[src/rtl/id_ex_stage_if.sv]
// Decode-to-EX bundle: decoded instruction, forwarding sources and the
// registered EX-side outputs that feed the ALU.
interface id_ex_stage_if #(
  parameter int DWIDTH     = 32,
  parameter int ALU_FN_LEN = 4,
  parameter int RADDR      = 5
);
  logic                  id_valid;
  logic                  id_ready;
  logic [DWIDTH-1:0]     id_pc;
  logic [RADDR-1:0]      id_rs1_addr, id_rs2_addr;
  logic [DWIDTH-1:0]     id_rs1_data, id_rs2_data;
  logic                  id_rs1_used, id_rs2_used;
  logic [DWIDTH-1:0]     id_imm;
  logic                  id_op1_sel, id_op2_sel;
  logic [ALU_FN_LEN-1:0] id_alu_fn;
  logic [RADDR-1:0]      id_rd_addr;
  logic                  id_wb_en, id_mem_rd;
  logic                  ex_stall, flush;
  logic                  mem_wb_en;
  logic [RADDR-1:0]      mem_rd_addr;
  logic [DWIDTH-1:0]     mem_fwd_data;
  logic                  wb_en;
  logic [RADDR-1:0]      wb_rd_addr;
  logic [DWIDTH-1:0]     wb_data;
  logic                  ex_valid;
  logic [DWIDTH-1:0]     ex_pc;
  logic [DWIDTH-1:0]     oper1, oper2;
  logic [ALU_FN_LEN-1:0] alu_fn;
  logic [DWIDTH-1:0]     ex_store_data;
  logic [RADDR-1:0]      ex_rd_addr;
  logic                  ex_wb_en, ex_mem_rd;

  modport master (
    output id_valid, id_pc, id_rs1_addr, id_rs2_addr, id_rs1_data, id_rs2_data,
           id_rs1_used, id_rs2_used, id_imm, id_op1_sel, id_op2_sel, id_alu_fn,
           id_rd_addr, id_wb_en, id_mem_rd, ex_stall, flush, mem_wb_en,
           mem_rd_addr, mem_fwd_data, wb_en, wb_rd_addr, wb_data,
    input  id_ready, ex_valid, ex_pc, oper1, oper2, alu_fn, ex_store_data,
           ex_rd_addr, ex_wb_en, ex_mem_rd
  );

  modport slave (
    input  id_valid, id_pc, id_rs1_addr, id_rs2_addr, id_rs1_data, id_rs2_data,
           id_rs1_used, id_rs2_used, id_imm, id_op1_sel, id_op2_sel, id_alu_fn,
           id_rd_addr, id_wb_en, id_mem_rd, ex_stall, flush, mem_wb_en,
           mem_rd_addr, mem_fwd_data, wb_en, wb_rd_addr, wb_data,
    output id_ready, ex_valid, ex_pc, oper1, oper2, alu_fn, ex_store_data,
           ex_rd_addr, ex_wb_en, ex_mem_rd
  );
endinterface

[src/rtl/id_ex_stage.sv]
// ID/EX pipeline register with MEM/WB operand forwarding, load-use bubble
// insertion, stall hold and flush; drives the ALU operands directly.
module id_ex_fwd #(
  parameter int DWIDTH = 32,
  parameter int RADDR  = 5
) (
  input  logic [RADDR-1:0]  rs_addr,
  input  logic [DWIDTH-1:0] rs_data,
  input  logic              mem_wb_en,
  input  logic [RADDR-1:0]  mem_rd_addr,
  input  logic [DWIDTH-1:0] mem_fwd_data,
  input  logic              wb_en,
  input  logic [RADDR-1:0]  wb_rd_addr,
  input  logic [DWIDTH-1:0] wb_data,
  output logic [DWIDTH-1:0] fwd
);
  // MEM is younger than WB, so it wins; x0 always reads zero.
  always_comb begin
    fwd = rs_data;
    if (rs_addr == '0)
      fwd = '0;
    else if (mem_wb_en && mem_rd_addr == rs_addr)
      fwd = mem_fwd_data;
    else if (wb_en && wb_rd_addr == rs_addr)
      fwd = wb_data;
  end
endmodule

module id_ex_stage #(
  parameter int DWIDTH       = 32,
  parameter int ALU_FN_LEN   = 4,
  parameter int RADDR        = 5,
  parameter int ALU_ADD_CODE = 0
) (
  input logic          clk,
  input logic          rst,
  id_ex_stage_if.slave bus
);
  localparam int NOPS = 2;
  localparam logic [ALU_FN_LEN-1:0] FN_ADD = ALU_FN_LEN'(ALU_ADD_CODE);

  logic [NOPS-1:0][RADDR-1:0]  id_rs_addr, rs_addr_q;
  logic [NOPS-1:0][DWIDTH-1:0] id_rs_data, rs_data_q, wt_data, fwd;
  logic [NOPS-1:0]             id_rs_used, rs_hit;

  logic                  valid_q, wb_en_q, mem_rd_q, op1_sel_q, op2_sel_q;
  logic [DWIDTH-1:0]     pc_q, imm_q;
  logic [ALU_FN_LEN-1:0] fn_q;
  logic [RADDR-1:0]      rd_q;
  logic                  load_use, bubble;

  assign id_rs_addr = {bus.id_rs2_addr, bus.id_rs1_addr};
  assign id_rs_data = {bus.id_rs2_data, bus.id_rs1_data};
  assign id_rs_used = {bus.id_rs2_used, bus.id_rs1_used};

  generate
    for (genvar g = 0; g < NOPS; g++) begin : g_op
      id_ex_fwd #(.DWIDTH(DWIDTH), .RADDR(RADDR)) u_fwd (
        .rs_addr     (rs_addr_q[g]),
        .rs_data     (rs_data_q[g]),
        .mem_wb_en   (bus.mem_wb_en),
        .mem_rd_addr (bus.mem_rd_addr),
        .mem_fwd_data(bus.mem_fwd_data),
        .wb_en       (bus.wb_en),
        .wb_rd_addr  (bus.wb_rd_addr),
        .wb_data     (bus.wb_data),
        .fwd         (fwd[g])
      );
      // Register file write and read in the same cycle: take the write value.
      assign wt_data[g] = (bus.wb_en && bus.wb_rd_addr != '0 &&
                           bus.wb_rd_addr == id_rs_addr[g]) ? bus.wb_data : id_rs_data[g];
      assign rs_hit[g]  = id_rs_used[g] && (id_rs_addr[g] == rd_q);
    end
  endgenerate

  assign load_use     = valid_q && mem_rd_q && (rd_q != '0) && (|rs_hit);
  assign bus.id_ready = !bus.ex_stall && (bus.flush || !load_use);
  assign bubble       = bus.flush || load_use || !bus.id_valid;

  always_ff @(posedge clk or posedge rst) begin
    if (rst) begin
      valid_q   <= 1'b0;
      wb_en_q   <= 1'b0;
      mem_rd_q  <= 1'b0;
      fn_q      <= FN_ADD;
      op1_sel_q <= 1'b0;
      op2_sel_q <= 1'b0;
      pc_q      <= '0;
      imm_q     <= '0;
      rd_q      <= '0;
      rs_addr_q <= '0;
      rs_data_q <= '0;
    end else if (bus.ex_stall) begin
      // Capture forwarded values so a producer retiring mid-stall is kept.
      rs_data_q <= fwd;
    end else if (bubble) begin
      valid_q  <= 1'b0;
      wb_en_q  <= 1'b0;
      mem_rd_q <= 1'b0;
      fn_q     <= FN_ADD;
    end else begin
      valid_q   <= 1'b1;
      wb_en_q   <= bus.id_wb_en;
      mem_rd_q  <= bus.id_mem_rd;
      fn_q      <= bus.id_alu_fn;
      op1_sel_q <= bus.id_op1_sel;
      op2_sel_q <= bus.id_op2_sel;
      pc_q      <= bus.id_pc;
      imm_q     <= bus.id_imm;
      rd_q      <= bus.id_rd_addr;
      rs_addr_q <= id_rs_addr;
      rs_data_q <= wt_data;
    end
  end

  assign bus.ex_valid      = valid_q;
  assign bus.ex_pc         = pc_q;
  assign bus.oper1         = op1_sel_q ? pc_q : fwd[0];
  assign bus.oper2         = op2_sel_q ? imm_q : fwd[1];
  assign bus.alu_fn        = fn_q;
  assign bus.ex_store_data = fwd[1];
  assign bus.ex_rd_addr    = rd_q;
  assign bus.ex_wb_en      = valid_q & wb_en_q;
  assign bus.ex_mem_rd     = valid_q & mem_rd_q;
endmodule
[src/flat_wrapper.sv]
// flat-port wrapper written by rule: the top's interface ports become plain ports
module id_ex_stage_flat 
#(
  parameter int DWIDTH       = 32,
  parameter int ALU_FN_LEN   = 4,
  parameter int RADDR        = 5,
  parameter int ALU_ADD_CODE = 0
)
  (clk, rst, bus_id_valid, bus_id_pc, bus_id_rs1_addr, bus_id_rs2_addr, bus_id_rs1_data, bus_id_rs2_data, bus_id_rs1_used, bus_id_rs2_used, bus_id_imm, bus_id_op1_sel, bus_id_op2_sel, bus_id_alu_fn, bus_id_rd_addr, bus_id_wb_en, bus_id_mem_rd, bus_ex_stall, bus_flush, bus_mem_wb_en, bus_mem_rd_addr, bus_mem_fwd_data, bus_wb_en, bus_wb_rd_addr, bus_wb_data, bus_id_ready, bus_ex_valid, bus_ex_pc, bus_oper1, bus_oper2, bus_alu_fn, bus_ex_store_data, bus_ex_rd_addr, bus_ex_wb_en, bus_ex_mem_rd);
  id_ex_stage_if #(.DWIDTH(DWIDTH), .ALU_FN_LEN(ALU_FN_LEN), .RADDR(RADDR)) bus_i ();
  input logic clk;
  input logic rst;
  input wire logic [$bits(bus_i.id_valid)-1:0] bus_id_valid;
  input wire logic [$bits(bus_i.id_pc)-1:0] bus_id_pc;
  input wire logic [$bits(bus_i.id_rs1_addr)-1:0] bus_id_rs1_addr;
  input wire logic [$bits(bus_i.id_rs2_addr)-1:0] bus_id_rs2_addr;
  input wire logic [$bits(bus_i.id_rs1_data)-1:0] bus_id_rs1_data;
  input wire logic [$bits(bus_i.id_rs2_data)-1:0] bus_id_rs2_data;
  input wire logic [$bits(bus_i.id_rs1_used)-1:0] bus_id_rs1_used;
  input wire logic [$bits(bus_i.id_rs2_used)-1:0] bus_id_rs2_used;
  input wire logic [$bits(bus_i.id_imm)-1:0] bus_id_imm;
  input wire logic [$bits(bus_i.id_op1_sel)-1:0] bus_id_op1_sel;
  input wire logic [$bits(bus_i.id_op2_sel)-1:0] bus_id_op2_sel;
  input wire logic [$bits(bus_i.id_alu_fn)-1:0] bus_id_alu_fn;
  input wire logic [$bits(bus_i.id_rd_addr)-1:0] bus_id_rd_addr;
  input wire logic [$bits(bus_i.id_wb_en)-1:0] bus_id_wb_en;
  input wire logic [$bits(bus_i.id_mem_rd)-1:0] bus_id_mem_rd;
  input wire logic [$bits(bus_i.ex_stall)-1:0] bus_ex_stall;
  input wire logic [$bits(bus_i.flush)-1:0] bus_flush;
  input wire logic [$bits(bus_i.mem_wb_en)-1:0] bus_mem_wb_en;
  input wire logic [$bits(bus_i.mem_rd_addr)-1:0] bus_mem_rd_addr;
  input wire logic [$bits(bus_i.mem_fwd_data)-1:0] bus_mem_fwd_data;
  input wire logic [$bits(bus_i.wb_en)-1:0] bus_wb_en;
  input wire logic [$bits(bus_i.wb_rd_addr)-1:0] bus_wb_rd_addr;
  input wire logic [$bits(bus_i.wb_data)-1:0] bus_wb_data;
  output wire logic [$bits(bus_i.id_ready)-1:0] bus_id_ready;
  output wire logic [$bits(bus_i.ex_valid)-1:0] bus_ex_valid;
  output wire logic [$bits(bus_i.ex_pc)-1:0] bus_ex_pc;
  output wire logic [$bits(bus_i.oper1)-1:0] bus_oper1;
  output wire logic [$bits(bus_i.oper2)-1:0] bus_oper2;
  output wire logic [$bits(bus_i.alu_fn)-1:0] bus_alu_fn;
  output wire logic [$bits(bus_i.ex_store_data)-1:0] bus_ex_store_data;
  output wire logic [$bits(bus_i.ex_rd_addr)-1:0] bus_ex_rd_addr;
  output wire logic [$bits(bus_i.ex_wb_en)-1:0] bus_ex_wb_en;
  output wire logic [$bits(bus_i.ex_mem_rd)-1:0] bus_ex_mem_rd;
  assign bus_i.id_valid = bus_id_valid;
  assign bus_i.id_pc = bus_id_pc;
  assign bus_i.id_rs1_addr = bus_id_rs1_addr;
  assign bus_i.id_rs2_addr = bus_id_rs2_addr;
  assign bus_i.id_rs1_data = bus_id_rs1_data;
  assign bus_i.id_rs2_data = bus_id_rs2_data;
  assign bus_i.id_rs1_used = bus_id_rs1_used;
  assign bus_i.id_rs2_used = bus_id_rs2_used;
  assign bus_i.id_imm = bus_id_imm;
  assign bus_i.id_op1_sel = bus_id_op1_sel;
  assign bus_i.id_op2_sel = bus_id_op2_sel;
  assign bus_i.id_alu_fn = bus_id_alu_fn;
  assign bus_i.id_rd_addr = bus_id_rd_addr;
  assign bus_i.id_wb_en = bus_id_wb_en;
  assign bus_i.id_mem_rd = bus_id_mem_rd;
  assign bus_i.ex_stall = bus_ex_stall;
  assign bus_i.flush = bus_flush;
  assign bus_i.mem_wb_en = bus_mem_wb_en;
  assign bus_i.mem_rd_addr = bus_mem_rd_addr;
  assign bus_i.mem_fwd_data = bus_mem_fwd_data;
  assign bus_i.wb_en = bus_wb_en;
  assign bus_i.wb_rd_addr = bus_wb_rd_addr;
  assign bus_i.wb_data = bus_wb_data;
  assign bus_id_ready = bus_i.id_ready;
  assign bus_ex_valid = bus_i.ex_valid;
  assign bus_ex_pc = bus_i.ex_pc;
  assign bus_oper1 = bus_i.oper1;
  assign bus_oper2 = bus_i.oper2;
  assign bus_alu_fn = bus_i.alu_fn;
  assign bus_ex_store_data = bus_i.ex_store_data;
  assign bus_ex_rd_addr = bus_i.ex_rd_addr;
  assign bus_ex_wb_en = bus_i.ex_wb_en;
  assign bus_ex_mem_rd = bus_i.ex_mem_rd;
  id_ex_stage #(.DWIDTH(DWIDTH), .ALU_FN_LEN(ALU_FN_LEN), .RADDR(RADDR), .ALU_ADD_CODE(ALU_ADD_CODE)) u_core (.clk(clk), .rst(rst), .bus(bus_i));
endmodule
[config.mk]
export PLATFORM = sky130hd
export DESIGN_NAME = id_ex_stage_flat
export DESIGN_NICKNAME = d
export VERILOG_FILES = /design/src/rtl/id_ex_stage_if.sv /design/src/rtl/id_ex_stage.sv /design/src/flat_wrapper.sv
export SDC_FILE = /design/constraint.sdc
export NUM_CORES = 1
export LEC_CHECK = 0
export BUFFER_PORTS_ARGS = -buffer_cell sky130_fd_sc_hd__buf_4
export CORE_ASPECT_RATIO = 0.75
export CORE_MARGIN = 2
export CORE_UTILIZATION = 52
export CTS_CLUSTER_DIAMETER = 120
export CTS_CLUSTER_SIZE = 16
export DETAILED_ROUTE_END_ITERATION = 7
export GPL_ROUTABILITY_DRIVEN = 0
export PLACE_DENSITY = 0.8
export SYNTH_ARGS = -nofsm -noshare
export SYNTH_HDL_FRONTEND = slang
export SYNTH_SLANG_ARGS = --single-unit
export TNS_END_PERCENT = 1
[constraint.sdc]
create_clock -name clk -period 4.8 [get_ports clk]
set_clock_uncertainty 0.05 [all_clocks]
set_input_delay 0.24 -clock clk [delete_from_list [all_inputs] [get_ports clk]]
set_output_delay 0.24 -clock clk [all_outputs]
set_load 0.03 [all_outputs]
== Word level (Yosys, flattened, before mapping) ==
Index checks and enable logic that the tools add are counted.

* Output and inout bits: 141
* Flip-flop bits (word level): 152
* Input bits: 234
* Word-level logic and storage cells: 67

* Reductions and logical operators: 25
* Equality and inequality tests: 9
* Muxes and demuxes: 16
* Bitwise gates (word level): 4

{| class="wikitable"
|+ Operators by type and width
! kind !! number
|-
| 32-bit two-way mux || 10
|-
| 64-bit two-way mux || 2
|-
| 5-bit == test || 8
|-
| 1-bit logical AND || 13
|-
| 5-bit zero test || 2
|-
| 5-bit nonzero test || 2
|-
| 4-bit two-way mux || 1
|-
| 1-bit zero test || 3
|-
| 1-bit logical OR || 3
|-
| 1-bit two-way mux || 3
|-
| 1-bit AND || 2
|-
| 2-bit != test (second input constant) || 1
|-
| 1-bit inverter || 2
|-
| 2-bit AND reduction || 1
|-
| 2-bit OR reduction || 1
|}

== Longest topological paths before layout ==
* Word-level depth: 8
* Depth in mapped cells: 9
* Depth with buffers taken out: 5

== Modules after synthesis ==
A second synthesis with hierarchy kept.

* Cell total of the unflattened synthesis: 974
* Area total of the unflattened synthesis: 10,548.9 um^2

{| class="wikitable"
|+ Modules (own cells, without submodules)
! module !! cells each !! area each (um^2) !! instances !! sequential area each (um^2)
|-
| id_ex_stage || 582 || 8,041.5 || 1 || 3,803.6
|-
| id_ex_fwd || 196 || 1,253.7 || 2 || 0.0
|}

== Least setup slack after synthesis ==
No wires, ideal clock.

* Kind: reg2out
* Start: reg u_core.rs_addr_q[7] (netlist name)
* End: out bus_oper2[0]
* Arrival time: 2.359 ns
* Cell stages (with the launch flop): 8
* Required time: 4.510 ns
* Path slack: 2.151 ns
* Path buffers: 2
* Path through: dfrtp_1 > xor2_1 > nor4_1 > and2_1 > clkbuf_1 > clkbuf_1 > a211oi_1 > o31ai_1

* Word-level cells in the longest chain between the ends: 6
* Elaborated cells on any way between the ends: 9
* Classes of those cells: 2 x eq/ne; 4 x mux; 3 x reduce/logical

{| class="wikitable"
|+ RTL lines
! what !! line !! text
|-
| from (decl) || id_ex_stage.sv:42 || <nowiki>logic [NOPS-1:0][RADDR-1:0] id_rs_addr, rs_addr_q;</nowiki>
|-
| from (signal assigned) || id_ex_stage.sv:111 || <nowiki>rs_addr_q <= id_rs_addr;</nowiki>
|-
| 5-bit == test || id_ex_stage.sv:24 || <nowiki>else if (wb_en && wb_rd_addr == rs_addr)</nowiki>
|-
| 1-bit logical AND || id_ex_stage.sv:24 ||
|-
| 32-bit two-way mux || id_ex_stage.sv:24 ||
|-
| 32-bit two-way mux || id_ex_stage.sv:22 || <nowiki>else if (mem_wb_en && mem_rd_addr == rs_addr)</nowiki>
|-
| 32-bit two-way mux * || id_ex_stage.sv:20 || <nowiki>if (rs_addr == '0)</nowiki>
|-
| 32-bit two-way mux * || id_ex_stage.sv:119 || <nowiki>assign bus.oper2 = op2_sel_q ? imm_q : fwd[1];</nowiki>
|-
| to (decl) || flat_wrapper.sv:40 || <nowiki>output wire logic [$bits(bus_i.oper2)-1:0] bus_oper2;</nowiki>
|}

Mark *: on every way between the ends. The rest lies on a longest branch, timed or not.

== Worst setup path in the final report ==
* Start: reg u_core.rs_addr_q[8] (netlist name)
* End: out bus_oper2[27]

Same word-level chain as after synthesis.

==> run summary <==
The largest vdd supply drop was 0.000246 V; the final net count was 1787. Counting the fill cells in the layout gives 1509. The number of nets in the synthesized netlist is 1427. Data on the critical path is required at its endpoint by 4.51 ns. The most area-hungry cell type in the Yosys netlist was sky130_fd_sc_hd__dfrtp_1. The most common cell in the synthesized netlist is sky130_fd_sc_hd__dfrtp_1. The area fraction of the dominant cell type after synthesis is 0.343, and the core outline area is 0.0210 mm². Yosys mapped the design onto 46 distinct sky130hd cell types. Summing all placed instances gives a cell area of 0.0140 mm². At the pin with the least slew margin, the transition time is 1.16 ns. The number of antenna violations at the first check in global routing was 3; the largest net degree at the start of global routing was 84. The run gives 0 as the post-route antenna net violation count. The die extent in y was 130 µm; the final count of negative-setup-slack endpoints was 0. After detailed routing, no signal wire sits above met5. The synthesized netlist occupies a cell area of 0.0111 mm². The min-delay analysis places its worst path in the category primary input to flop. Static timing analysis puts the maximum clock frequency at 285 MHz. Counting flops and latches in the post-synthesis netlist gives 152.

Final period utilization: 0.730. The tree built by TritonCTS fans out to 152 sinks. The run finished with clean final reports. The detailed router finished its first iteration with 2054 violations. The maximum buffer depth of the clock tree is 2, and the total of max-cap violations is 0.

The run gives 0.00644 µW as the total leakage power. The worst setup path is launched from a flop. A synthesized cell averages 9.28 µm².

Detailed routing inserted a total of 12900 vias. The sequential-to-total area share from yosys stat was 0.343; the design area was 0.0154 mm². The hold violation total from the final report was 0; the iteration count of the initial detailed-routing pass was 6.

The max-slew headroom at the worst pin is 0.227, and the area growth from synthesis to layout is 39.2%. The highest fanout seen on the critical path is 37, and the gate count after technology mapping is 1193. The die is 173 µm wide. The fraction of layout instances using a drive strength above 1 came out at 0.346.

In this run the number of H-tree levels came out at 4. Counting instances in the post-synthesis netlist gives the leading cell types as 152 x sky130_fd_sc_hd__dfrtp_1, 110 x sky130_fd_sc_hd__clkbuf_1, 84 x sky130_fd_sc_hd__mux2_2, 69 x sky130_fd_sc_hd__o21ai_0, 63 x sky130_fd_sc_hd__nor3_1. For the CTS buffer count, the log shows 17.

By area the synthesized netlist is led by sky130_fd_sc_hd__dfrtp_1 34%, sky130_fd_sc_hd__mux2_2 8.5%, sky130_fd_sc_hd__nor3b_1 4.2%. Count of input and output buffers: 374. Final core utilization: 0.734. The run gives 0 as the max-slew violation count.

For this block, wires on met1 add up to 18800 µm. The floorplan has 46 rows. Subtracting the final worst setup slack from the clock period gives 3.51 ns. Across the whole layout, storage elements account for 0.00380 mm².

The via-per-instance ratio was 6.93. The via count of the first global-routing pass is 12200, and the number of instances resized during post-cts repair is 0. Clock latency on the worst-skew pair, taken at its later pin, is 0.43 ns.

Summed over all layers, the global routing overflow is 0. The start-to-end type of the worst setup path was flop to output pin. The count of pins on the block boundary was 375; the count of flip-flops with a built-in enable after synthesis was 0. Fraction of registers with async set or reset after synthesis: 1.00. For this run, the number of Yosys warnings is 0. For this block, the routed nets add up to 49000 µm of wire. Summed over all failing endpoints, the final setup total negative slack is 0 ns. The register clock-pin slew on the reported worst setup and hold paths is 0.07 ns, and the met3 layer wire length in the routed design is 6880 µm. Dividing total power by cell area gives a power density of 400 mW/mm². Data arrives at the worst endpoint at 3.22 ns. The clock root buffer was sky130_fd_sc_hd__clkbuf_16. Setup repair after global routing left no endpoint under its margin. The logs give 73300 µm for the wire length of the first global-routing pass and 0.00675 mm² for the area occupied by multi-input gates. TritonCTS built the clock tree. The global-route usage over all layers was 0.422. Detailed routing placed a total of 21600 µm of wire on met2.

The die area is 0.0225 mm². The worst setup path is captured at an output pin. The final routed wire length divided by cell count was 26.4 µm; the post-detailed-route DRC marker count was 0. The initial standard-cell utilization of the core was 0.527. Among all flip-flop cells after synthesis, the most frequent one is sky130_fd_sc_hd__dfrtp_1. The HPWL after detailed placement is 32000 µm.
-- cell type report --
| cell class | count | area share |
|---|---|---|
| antenna | 1 | 0.000162 |
| inverter | 6 | 0.00179 |
| timing repair buffer | 484 | 0.249 |
| clock buffer | 21 | 0.0305 |
| tap | 288 | 0.0234 |
| clock inverter | 11 | 0.0102 |
| multi-input combinational | 892 | 0.438 |
| sequential | 152 | 0.247 |
-- sequential cells by signal, summed over array words and instances, names as in the netlist --
signal,flops
u_core.bus.ex_rd_addr,5
u_core.op1_sel_q,1
u_core.bus.ex_pc,32
u_core.mem_rd_q,1
u_core.bus.ex_valid,1
u_core.bus.alu_fn,4
u_core.op2_sel_q,1
u_core.rs_data_q,64
u_core.wb_en_q,1
u_core.imm_q,32
u_core.rs_addr_q,10
-- path summary, 6_finish.rpt --
kind                                  endpoint                startpoint  cells past startpoint  slack, ns
setup / recovery                 bus_oper2[27]       u_core.rs_addr_q[8]                      7       1.29
hold / removal             u_core.bus.ex_pc[4]              bus_id_pc[4]                      2       0.01
setup reg to reg           u_core.rs_data_q[0]  u_core.bus.ex_rd_addr[3]                      7       1.72
hold reg to reg               u_core.imm_q[14]          u_core.imm_q[14]                      1       0.46
max in group asynchronous  u_core.bus.ex_pc[3]                       rst                      4       3.36
min in group asynchronous     u_core.imm_q[16]                       rst                      3       0.40
-- layer usage --
layer,vias up,GRT usage
met2,1117,0.647
met4,4,0.150
met5,-,0
met1,6122,0.558
li1,5445,-
met3,168,0.146
-- metrics by stage --
| stage | setup slack [ns] | power (µW) | std cells | hold WS (ns) |
|---|---|---|---|---|
| 2_1_floorplan | 0.417 | 3460 | 1193 | 0.318 |
| 3_3_place_gp | 1.87 | 4500 | 1747 | 0.323 |
| 6_report | 1.29 | 6160 | 1855 | 0.0148 |
| 4_1_cts | 1.40 | 6080 | 1854 | 0.00556 |
| 5_1_grt | 1.10 | 6370 | 1854 | 0.00169 |
| 3_5_place_dp | 1.83 | 4560 | 1747 | 0.332 |
-- where the power goes --
part | total, µW | internal (µW) | switching (µW)
Clock | 1490 | 872 | 621
Combinational | 2890 | 1160 | 1730
Sequential | 1780 | 1550 | 237
Total | 6160 | 3580 | 2590
-- kinds of logic after synthesis --
kind of cell,count (synthesis),share of synthesized area
compound gates,404,0.271
mux,113,0.115
flops,152,0.343
simple gates,335,0.185
buf+inv,149,0.0542
xor+xnor,40,0.0316
-- cells in the final DEF, fill, tap and decap left out, types with 3 or more instances in the layout --
cell type,n
sky130_fd_sc_hd__nor3b_1,62
sky130_fd_sc_hd__o21a_1,3
sky130_fd_sc_hd__mux2_1,27
sky130_fd_sc_hd__o31ai_1,32
sky130_fd_sc_hd__a31oi_1,32
sky130_fd_sc_hd__clkbuf_8,3
sky130_fd_sc_hd__nand2_1,44
sky130_fd_sc_hd__nor2_1,38
sky130_fd_sc_hd__and2_1,8
sky130_fd_sc_hd__xor2_1,10
sky130_fd_sc_hd__nand4_1,4
sky130_fd_sc_hd__a21oi_1,32
sky130_fd_sc_hd__a211oi_1,32
sky130_fd_sc_hd__nor3_1,63
sky130_fd_sc_hd__and3_1,33
sky130_fd_sc_hd__inv_1,5
sky130_fd_sc_hd__o21ai_0,69
sky130_fd_sc_hd__a22o_1,36
sky130_fd_sc_hd__o31a_1,32
sky130_fd_sc_hd__buf_4,407
sky130_fd_sc_hd__a311oi_1,30
sky130_fd_sc_hd__inv_6,6
sky130_fd_sc_hd__dfrtp_1,152
sky130_fd_sc_hd__o221ai_1,34
sky130_fd_sc_hd__mux2_2,84
sky130_fd_sc_hd__a221o_1,30
sky130_fd_sc_hd__dlygate4sd3_1,75
sky130_fd_sc_hd__xnor2_1,29
sky130_fd_sc_hd__clkbuf_16,17
sky130_fd_sc_hd__bufinv_16,3
sky130_fd_sc_hd__and4_1,34
sky130_fd_sc_hd__o211ai_1,32
sky130_fd_sc_hd__or4_1,3
sky130_fd_sc_hd__nand4b_1,30
-- worst max-delay path, cell delays in order (launching register included) --
cell and delay [ns]:
sky130_fd_sc_hd__dfrtp_1 0.44, sky130_fd_sc_hd__xor2_1 0.17, sky130_fd_sc_hd__nor4_1 0.52, sky130_fd_sc_hd__nand2_2 0.63
sky130_fd_sc_hd__buf_4 0.43, sky130_fd_sc_hd__nor2_1 0.20, sky130_fd_sc_hd__o31ai_1 0.14, sky130_fd_sc_hd__buf_4 0.22
-- repair_timing --
action	CTS	global route
hold endpoints to repair	143	0
setup buffers	0	0
hold buffers	75	0
(Power assumes the default switching activity.)
